===== config.mk =====
export PLATFORM = sky130hd
export DESIGN_NAME = byte_inc_sched
export DESIGN_NICKNAME = d
export VERILOG_FILES = /design/src/rtl/byte_inc_sched_pkg.sv /design/src/rtl/rr_arbiter.sv /design/src/rtl/byte_inc_sched.sv
export SDC_FILE = /design/constraint.sdc
export NUM_CORES = 1
export LEC_CHECK = 0
export BUFFER_PORTS_ARGS = -buffer_cell sky130_fd_sc_hd__buf_2
export CAP_MARGIN = 20
export CORE_UTILIZATION = 51
export DETAILED_ROUTE_END_ITERATION = 7
export PLACE_DENSITY = 0.86
export REMOVE_ABC_BUFFERS = 1
export SLEW_MARGIN = 30
export SYNTH_ARGS = -nofsm -noshare
export SYNTH_HDL_FRONTEND = slang
export SYNTH_HIERARCHICAL = 1
export SYNTH_SLANG_ARGS = --single-unit

===== constraint.sdc =====
create_clock -name clk_i -period 9.4 [get_ports clk_i]
set_clock_uncertainty 0.2 [all_clocks]
set_input_delay 0.47 -clock clk_i [delete_from_list [all_inputs] [get_ports clk_i]]
set_output_delay 0.47 -clock clk_i [all_outputs]
set_load 0.02 [all_outputs]

===== src/rtl/byte_inc_sched_pkg.sv =====
// Shared types and constants for the byte_inc job scheduler.
package byte_inc_sched_pkg;

  typedef enum logic [2:0] {
    S_IDLE,
    S_ISSUE,
    S_WAIT_ACK,
    S_WAIT_DONE,
    S_RESP
  } sched_state_t;

  typedef enum logic [1:0] {
    ST_OK        = 2'd0,
    ST_ZERO_LEN  = 2'd1,
    ST_RANGE_ERR = 2'd2
  } done_status_t;

  localparam int STAT_W = 32;

endpackage


===== src/rtl/rr_arbiter.sv =====
// Round-robin arbiter: one-hot grant to the first request at or after last_grant+1.
module rr_arbiter #(
  parameter  int N    = 4,
  localparam int ID_W = $clog2(N)
) (
  input  logic            clk_i,
  input  logic            arst_n_i,
  input  logic [N-1:0]    req,
  input  logic            en,
  output logic [N-1:0]    grant,
  output logic [ID_W-1:0] grant_id
);

  logic [ID_W-1:0] last_grant;
  logic [ID_W-1:0] idx;
  logic            found;

  // NOTE: every signal written here gets a default first, so no path leaves it unassigned and no latch is inferred.
  always_comb begin
    grant    = '0;
    grant_id = '0;
    found    = 1'b0;
    idx      = '0;
    for (int i = 1; i <= N; i++) begin
      idx = ID_W'((int'(last_grant) + i) % N);
      if (!found && req[idx]) begin
        found    = 1'b1;
        grant_id = idx;
      end
    end
    if (en && found) grant[grant_id] = 1'b1;
  end

  // NOTE: state registers use non-blocking assignments so all flops update together at the edge.
  always_ff @(posedge clk_i or negedge arst_n_i) begin
    if (!arst_n_i) begin
      last_grant <= ID_W'(N - 1);
    end else if (en && found) begin
      last_grant <= grant_id;
    end
  end

endmodule


===== src/rtl/byte_inc_sched.sv =====
// Job scheduler for the byte_inc engine: round-robin grant, range check, engine launch, completion report.
// Optional statistics counters are built when BYTE_INC_SCHED_STATS_EN is defined.
module byte_inc_sched
  import byte_inc_sched_pkg::*;
#(
  parameter  int ADDR_WIDTH = 10,
  parameter  int BYTE_CNT   = 4,
  parameter  int REQ_CNT    = 4,
  localparam int ID_W       = $clog2(REQ_CNT)
) (
  input  logic                          clk_i,
  input  logic                          arst_n_i,
  input  logic [REQ_CNT-1:0]            req_valid_i,
  output logic [REQ_CNT-1:0]            req_ready_o,
  input  logic [REQ_CNT*ADDR_WIDTH-1:0] req_base_addr_i,
  input  logic [REQ_CNT*ADDR_WIDTH-1:0] req_length_i,
  output logic                          eng_run_o,
  output logic [ADDR_WIDTH-1:0]         eng_base_addr_o,
  output logic [ADDR_WIDTH-1:0]         eng_length_o,
  input  logic                          eng_waitrequest_i,
  output logic                          done_valid_o,
  output logic [ID_W-1:0]               done_id_o,
  output logic [1:0]                    done_status_o,
  output logic                          busy_o
`ifdef BYTE_INC_SCHED_STATS_EN
  ,
  output logic [REQ_CNT*STAT_W-1:0]     stat_jobs_o,
  output logic [STAT_W-1:0]             stat_err_o,
  output logic [STAT_W-1:0]             stat_busy_o
`endif
);

  localparam int                      SHIFT = $clog2(BYTE_CNT);
  localparam logic [ADDR_WIDTH:0]     ROUND = (ADDR_WIDTH+1)'(BYTE_CNT - 1);
  localparam logic [ADDR_WIDTH+1:0]   LIMIT = (ADDR_WIDTH+2)'(1) << ADDR_WIDTH;

  sched_state_t            state_q, state_d;
  logic [ID_W-1:0]         id_q;
  logic [ADDR_WIDTH-1:0]   base_q, len_q;
  done_status_t            status_q, chk_status;

  logic                    arb_en, xfer;
  logic [REQ_CNT-1:0]      grant;
  logic [ID_W-1:0]         grant_id;
  logic [ADDR_WIDTH-1:0]   sel_base, sel_len;
  logic [ADDR_WIDTH:0]     words;
  logic [ADDR_WIDTH+1:0]   end_addr;

  // Reset also blocks the grant so the ready vector reads zero while reset is held.
  assign arb_en      = (state_q == S_IDLE) && !eng_waitrequest_i && arst_n_i;
  assign xfer        = |grant;
  assign req_ready_o = grant;

  rr_arbiter #(.N(REQ_CNT)) u_arb (
    .clk_i    (clk_i),
    .arst_n_i (arst_n_i),
    .req      (req_valid_i),
    .en       (arb_en),
    .grant    (grant),
    .grant_id (grant_id)
  );

  assign sel_base = req_base_addr_i[grant_id*ADDR_WIDTH +: ADDR_WIDTH];
  assign sel_len  = req_length_i[grant_id*ADDR_WIDTH +: ADDR_WIDTH];
  assign words    = ({1'b0, sel_len} + ROUND) >> SHIFT;
  assign end_addr = {2'b00, sel_base} + {1'b0, words};

  always_comb begin
    chk_status = ST_OK;
    if (sel_len == '0)          chk_status = ST_ZERO_LEN;
    else if (end_addr > LIMIT)  chk_status = ST_RANGE_ERR;
  end

  always_ff @(posedge clk_i or negedge arst_n_i) begin
    if (!arst_n_i) state_q <= S_IDLE;
    else           state_q <= state_d;
  end

  always_comb begin
    state_d = state_q;
    case (state_q)
      S_IDLE:      if (xfer) state_d = (chk_status == ST_OK) ? S_ISSUE : S_RESP;
      S_ISSUE:     state_d = S_WAIT_ACK;
      S_WAIT_ACK:  if (eng_waitrequest_i)  state_d = S_WAIT_DONE;
      S_WAIT_DONE: if (!eng_waitrequest_i) state_d = S_RESP;
      S_RESP:      state_d = S_IDLE;
      default:     state_d = S_IDLE;
    endcase
  end

  always_ff @(posedge clk_i or negedge arst_n_i) begin
    if (!arst_n_i) begin
      id_q     <= '0;
      base_q   <= '0;
      len_q    <= '0;
      status_q <= ST_OK;
    end else if (xfer) begin
      id_q     <= grant_id;
      base_q   <= sel_base;
      len_q    <= sel_len;
      status_q <= chk_status;
    end
  end

  always_comb begin
    eng_run_o       = 1'b0;
    eng_base_addr_o = '0;
    eng_length_o    = '0;
    done_valid_o    = 1'b0;
    done_id_o       = '0;
    done_status_o   = '0;
    busy_o          = (state_q != S_IDLE);
    case (state_q)
      S_ISSUE: begin
        eng_run_o       = 1'b1;
        eng_base_addr_o = base_q;
        eng_length_o    = len_q;
      end
      S_RESP: begin
        done_valid_o  = 1'b1;
        done_id_o     = id_q;
        done_status_o = status_q;
      end
      default: ;
    endcase
  end

`ifdef BYTE_INC_SCHED_STATS_EN
  localparam logic [STAT_W-1:0] STAT_MAX = '1;

  logic [STAT_W-1:0] jobs_q [REQ_CNT];
  logic [STAT_W-1:0] err_q, busy_cnt_q;
  logic              resp_ok, resp_err;

  assign resp_ok  = (state_q == S_RESP) && (status_q == ST_OK);
  assign resp_err = (state_q == S_RESP) && (status_q == ST_RANGE_ERR);

  // NOTE: this small counter array is flop-based and cleared on reset, unlike a RAM which would not be.
  always_ff @(posedge clk_i or negedge arst_n_i) begin
    if (!arst_n_i) begin
      for (int i = 0; i < REQ_CNT; i++) jobs_q[i] <= '0;
      err_q      <= '0;
      busy_cnt_q <= '0;
    end else begin
      if (resp_ok && jobs_q[id_q] != STAT_MAX) jobs_q[id_q] <= jobs_q[id_q] + STAT_W'(1);
      if (resp_err && err_q != STAT_MAX)       err_q <= err_q + STAT_W'(1);
      if (busy_o && busy_cnt_q != STAT_MAX)    busy_cnt_q <= busy_cnt_q + STAT_W'(1);
    end
  end

  for (genvar g = 0; g < REQ_CNT; g++) begin : g_stat
    assign stat_jobs_o[g*STAT_W +: STAT_W] = jobs_q[g];
  end
  assign stat_err_o  = err_q;
  assign stat_busy_o = busy_cnt_q;
`endif

endmodule


; ---- After elaboration in Yosys (flattened, before gate mapping)
; Cells that the tools add are included.
[op_classes]
mux = 32
shifts = 2
addsub = 6
n_reduce_logical = 17
mul = 1
order_cmp = 7
eq_ne = 7
[ops]
columns = operator, n
row1 = indexed part select 40 x 7 -> 10 bit, 2
row2 = two-way mux 10 bit, 2
row3 = two-way mux 2 bit, 8
row4 = < comparator 2 x 3 -> 1 bit (second input constant), 5
row5 = two-way mux 3 bit, 4
row6 = case mux 3 bit (4 select lines), 1
row7 = adder 10 x 2 -> 11 bit (second input constant), 1
row8 = adder 10 x 9 -> 11 bit, 1
row9 = > comparator 11 bit (second input constant), 1
row10 = two-way mux 1 bit, 11
row11 = logical NOT 10 bit, 1
row12 = binary-select mux 1 bit (select 2 bit), 4
row13 = logical AND 1 bit, 7
row14 = equality test 3 x 2 -> 1 bit (second input constant), 2
row15 = != test 2 bit (second input constant), 3
row16 = multiplier 2 x 3 -> 5 bit (second input constant), 1
row17 = adder 2 x 1 -> 2 bit (second input constant), 2
row18 = adder 2 bit (second input constant), 2
row19 = logical NOT 1 bit, 4
row20 = two-way mux 4 bit, 1
row21 = OR reduction 4 bit, 1
row22 = equality test 3 x 1 -> 1 bit (second input constant), 1
row23 = equality test 3 bit (second input constant), 1
row24 = logical NOT 3 bit, 1
row25 = other kinds (5), 5
[word_totals]
ff_bits = 29
elab_cells = 78

; ---- Logic depth before layout (Yosys ltp)
[depth]
depth_word = 24
mapped_depth = 17
ltp_nobuf = 16

; ---- By module
; The synthesis kept the hierarchy.
[modules_own_cells]
columns = module, area_each_um2, instances, cells_each
row1 = byte_inc_sched, 2322.2, 1, 204
row2 = rr_arbiter, 252.7, 1, 25

; ---- Worst setup path after synthesis
; Ideal clock, no wire load.
[synth_path]
path_type = register to register
from = register u_arb.last_grant[1]
to = register status_q[1]
required_time_ns = 9.090
arrival_ns = 4.002
path_slack_ns = 5.088
period_less_slack_ns = 4.312
setup_time_ns = 0.110
stages_incl_launch_ff = 16
cell_sequence = dfstp_2 -> mux2i_1 -> o32a_2 -> nand2_1 -> buf_6 -> mux4_1 -> inv_2 -> or4b_4 -> xnor2_1 -> ha_1 -> a21o_1 -> a221o_1 -> a21bo_2 -> xnor2_1 -> and4_1 -> o41ai_1
[synth_via]
elab_chain_cells = 20
[synth_lines]
columns = element, line_no
row1 = start: declaration, rr_arbiter.sv:14  ; logic [ID_W-1:0] last_grant;
row2 = start signal: assignment, rr_arbiter.sv:37  ; last_grant <= ID_W'(N - 1);
row3 = start signal: assignment, rr_arbiter.sv:39  ; last_grant <= grant_id;
row4 = adder 2 x 1 -> 2 bit, rr_arbiter.sv:25  ; idx = ID_W'((int'(last_grant) + i) % N);
row5 = binary-select mux 1 bit (select 2 bit), rr_arbiter.sv:26  ; if (!found && req[idx]) begin
row6 = two-way mux 1 bit (not written as such), rr_arbiter.sv:26
row7 = two-way mux 1 bit, rr_arbiter.sv:26
row8 = logical NOT 1 bit, rr_arbiter.sv:26
row9 = logical AND 1 bit, rr_arbiter.sv:26
row10 = two-way mux 1 bit, rr_arbiter.sv:26
row11 = logical NOT 1 bit, rr_arbiter.sv:26
row12 = [5 not listed], --
row13 = net grant_id[0], byte_inc_sched.sv:44  ; logic [ID_W-1:0] grant_id;
row14 = multiplier 2 x 3 -> 5 bit, "byte_inc_sched.sv:63, byte_inc_sched.sv:64"
row15 = indexed part select 40 x 7 -> 10 bit, byte_inc_sched.sv:64  ; assign sel_len = req_length_i[grant_id*ADDR_WIDTH +: ADDR_WIDTH];
row16 = adder 10 x 2 -> 11 bit, byte_inc_sched.sv:65  ; assign words = ({1'b0, sel_len} + ROUND) >> SHIFT;
row17 = adder 10 x 9 -> 11 bit, byte_inc_sched.sv:66  ; assign end_addr = {2'b00, sel_base} + {1'b0, words};
row18 = > comparator 11 bit, byte_inc_sched.sv:71  ; else if (end_addr > LIMIT) chk_status = ST_RANGE_ERR;
row19 = two-way mux 2 bit, byte_inc_sched.sv:71
row20 = two-way mux 2 bit, byte_inc_sched.sv:70  ; if (sel_len == '0) chk_status = ST_ZERO_LEN;
row21 = end signal: assignment, byte_inc_sched.sv:101  ; status_q <= chk_status;
row22 = end: declaration, byte_inc_sched.sv:40  ; done_status_t status_q, chk_status;
; The timed path passes the listed nets; every way through them passes the cells marked *. The select of a mux whose other input is x is not followed.
; A chain may end at the register's enable or synchronous reset.

; ---- Worst setup path in the final report
; Ends and elaborated chain as after synthesis.

==> flow_summary.ini <==
[yosys]
syn-cell-area_mm2 = 0.00257
synth_mux_area_frac = 0.271
ys_async_sr_fraction = 1.00
synth_flop_cell = dfrtp_1
synth_compound_area_frac = 0.114
synth_edf_count = 0
avgSynthCellArea_um2 = 11.2
synth_top_family_by_area = multiplexers
synth_warnings = 6
syn_inst = 229
ys_seq_area_frac = 0.283
synthSimpleGateAreaFrac = 0.202
ys_seq_elements = 29
synth_cell_types = 58
yosys.area_share.xor_xnor = 0.0442
synthAdderAreaFrac = 0.0564

[drt]
drtIter0Drc = 60
antenna_left = 0
wl_per_cell_um = 14.8
drc = 0
drt_wl_total_mm = 6.13
dr.pass1.iters = 4
via_count = 2322
vias_per_cell = 5.61

[placed_design]
port_buffers = 117
post-place-ws_ns = 4.49
placed_cells = 406
dp_hpwl_mm = 4.85
gp_congestion = 0.944

[critical_path]
worst_ep_arrival_time_ns = 4.78
r2r_slack_ns = 4.60
crit_path_start_kind = register
cp_slowest_stage_delay_ns = 0.59
worstPathRequired_ns = 9.38
critPathTopFamily = compound AO/OA/AOI/OAI gates
critPathMaxFanout = 21
worstPathCellList = and2b_1 -> o32a_1 -> nand2_1 -> buf_4 -> mux4_1 -> o21ai_2 -> or4b_4 -> nor2_4 -> xor2_1 -> ha_1 -> and3_1 -> a221o_1 -> a21bo_2 -> xnor2_1 -> and4_1 -> o41ai_1
r2r-start = u_arb/last_grant[1]$_DFFE_PN1P_
path_class = reg -> reg
slowest_stage = dfstp_2
reg2reg_to = status_q[1]$_DFFE_PN0P_
critical_path_buf_inv_count = 1
end_kind = register
rr_worst_depth = 16

[power]
powerDensity_mw_per_mm2 = 293
power_frac_comb = 0.671
switchingPower_mw = 0.425
power.total_mw = 0.972
switching_share = 0.437
sequentialPowerShare = 0.225
vdd_ir_drop_max_mv = 0.150
p_leak_nw = 1.66
p_int_mw = 0.547
clkPwrFrac = 0.105

[clock_network]
clock_path_buffers = 2
cts_setup_buffers = 0
clk_pin_slew_ns = 0.07
root_buffer = clkbuf_8
ctsResizeCount = 0
cts-buffers-inserted = 5
clk_latency_ns = 0.28
cts.sinks = 29
htreeDepth = 2
cts_tree = done
ctsHoldBuffers = 0

[sta]
hold_viol = 0
maxSlewHeadroom = 0.503
setup_viol = 0
slew_viol_final = 0
rsz0062_at_grt = false
worst_slew_pin_slew_ns = 0.745
timing.final.ws_setup_ns = 4.60
fin_setup_tns_ns = 0
fin_crit_sh = 0.511
min_period_ns = 4.80
fmaxAchievable_mhz = 208

[floorplan]
die_x_um = 73.1
pin_count = 118
rows = 25
start_util = 0.538
chipHeight_um = 73.1
core_mm2 = 0.00479
die_area_mm2 = 0.00534

[global_routing]
grt_pass1_wl_mm = 10.2
grt_pass1_vias = 2231
grt_max_degree = 31
antenna_found_initial = 0
grt_overflow = 0
grt.total_usage = 0.255

[layout]
n_antenna_cell = 0
fillers = 375
area_growth_pct = 28.8
stdcell_count = 414
fin_nets = 444
final_common_cell = buf_2
post-route-util = 0.693
layout-drive-gt1-share = 0.513
final_cell_mix = buf_2, dfrtp_1, and2_1

[run_status]
status = finished clean

[worst_hold_path]
hold_class = in -> async

[job]
drv_cap = 0
state kept, by name, indices dropped and copies added, names as in the netlist:
signal            count
len_q                10
base_q               10
state_q               3
id_q                  2
u_arb/last_grant      2
status_q              2
per-stage QoR:
stage                     hold WS, ns  area (um2)
after detailed placement        0.269        3230
after global placement          0.246        3230
after CTS                      0.0375        3320
after floorplan               -0.0256        2530
final                          0.0179        3320
after global routing           0.0636        3320
worst max path at each step:
stage                                                from                      end  slack, ns  cells past startpoint
final                     u_arb/last_grant[1]$_DFFE_PN1P_  status_q[1]$_DFFE_PN0P_       4.60                     16
after detailed placement                   req_valid_i[3]  status_q[1]$_DFFE_PN0P_       4.49                     17
after global routing      u_arb/last_grant[1]$_DFFE_PN1P_   state_q[0]$_DFFE_PN0P_       4.29                     15
after global placement                     req_valid_i[3]  status_q[1]$_DFFE_PN0P_       4.63                     16
after CTS                 u_arb/last_grant[1]$_DFFE_PN1P_  status_q[1]$_DFFE_PN0P_       4.57                     16
after floorplan           u_arb/last_grant[1]$_DFFE_PN1P_  status_q[1]$_DFFE_PN0P_       4.44                     14
per-layer routing:
layer | global-route usage | up-vias | share of wire
met4 | 0.115 | 0 | 0.021
li1 | - | 1105 | -
met3 | 0.0580 | 12 | 0.057
met5 | 0 | - | 0
met1 | 0.306 | 1115 | 0.41
met2 | 0.437 | 90 | 0.52
cell type report:
class | count | area (um2) | area share
Clock buffer | 6 | 72.6 | 0.0219
Clock inverter | 2 | 10.0 | 0.00302
Inverter | 9 | 33.8 | 0.0102
Multi-Input combinational cell | 182 | 1790 | 0.539
Sequential cell | 29 | 728 | 0.220
Tap cell | 67 | 83.8 | 0.0253
Timing Repair Buffer | 119 | 601 | 0.181
Yosys cell counts, types with 3 or more instances:
master,count,area (um2)
nand2b_1,3,18.8
clkbuf_1,5,18.8
nor2b_1,3,18.8
and4_1,3,26.3
nor3_1,5,25.0
nor2_1,6,22.5
and2_1,23,144
mux4_2,14,315
nand2_1,12,45.0
xnor2_1,8,70.1
and3_1,6,37.5
o21ai_0,8,40.0
mux2_2,18,203
xor2_1,5,43.8
ha_1,10,125
a21oi_1,9,45.0
mux4_1,6,158
inv_1,7,26.3
dfrtp_1,27,676
cell families (layout without fill, tap and decap cells):
group,count (synthesis),in the layout
compound gates,37,37
xor+xnor,13,13
fa+ha+maj,11,11
buf+inv,18,136
simple gates,81,81
mux,40,40
flops,29,29
power by group through the flow:
stage                     sequential (mW)  combinational, mW  clock [mW]
after floorplan                     0.208              0.513           0
after global placement              0.216              0.628           0
after detailed placement            0.221              0.651           0
after CTS                           0.219              0.654       0.103
after global routing                0.228              0.730       0.110
final                               0.218              0.652       0.102
(Power assumes the default switching activity.)
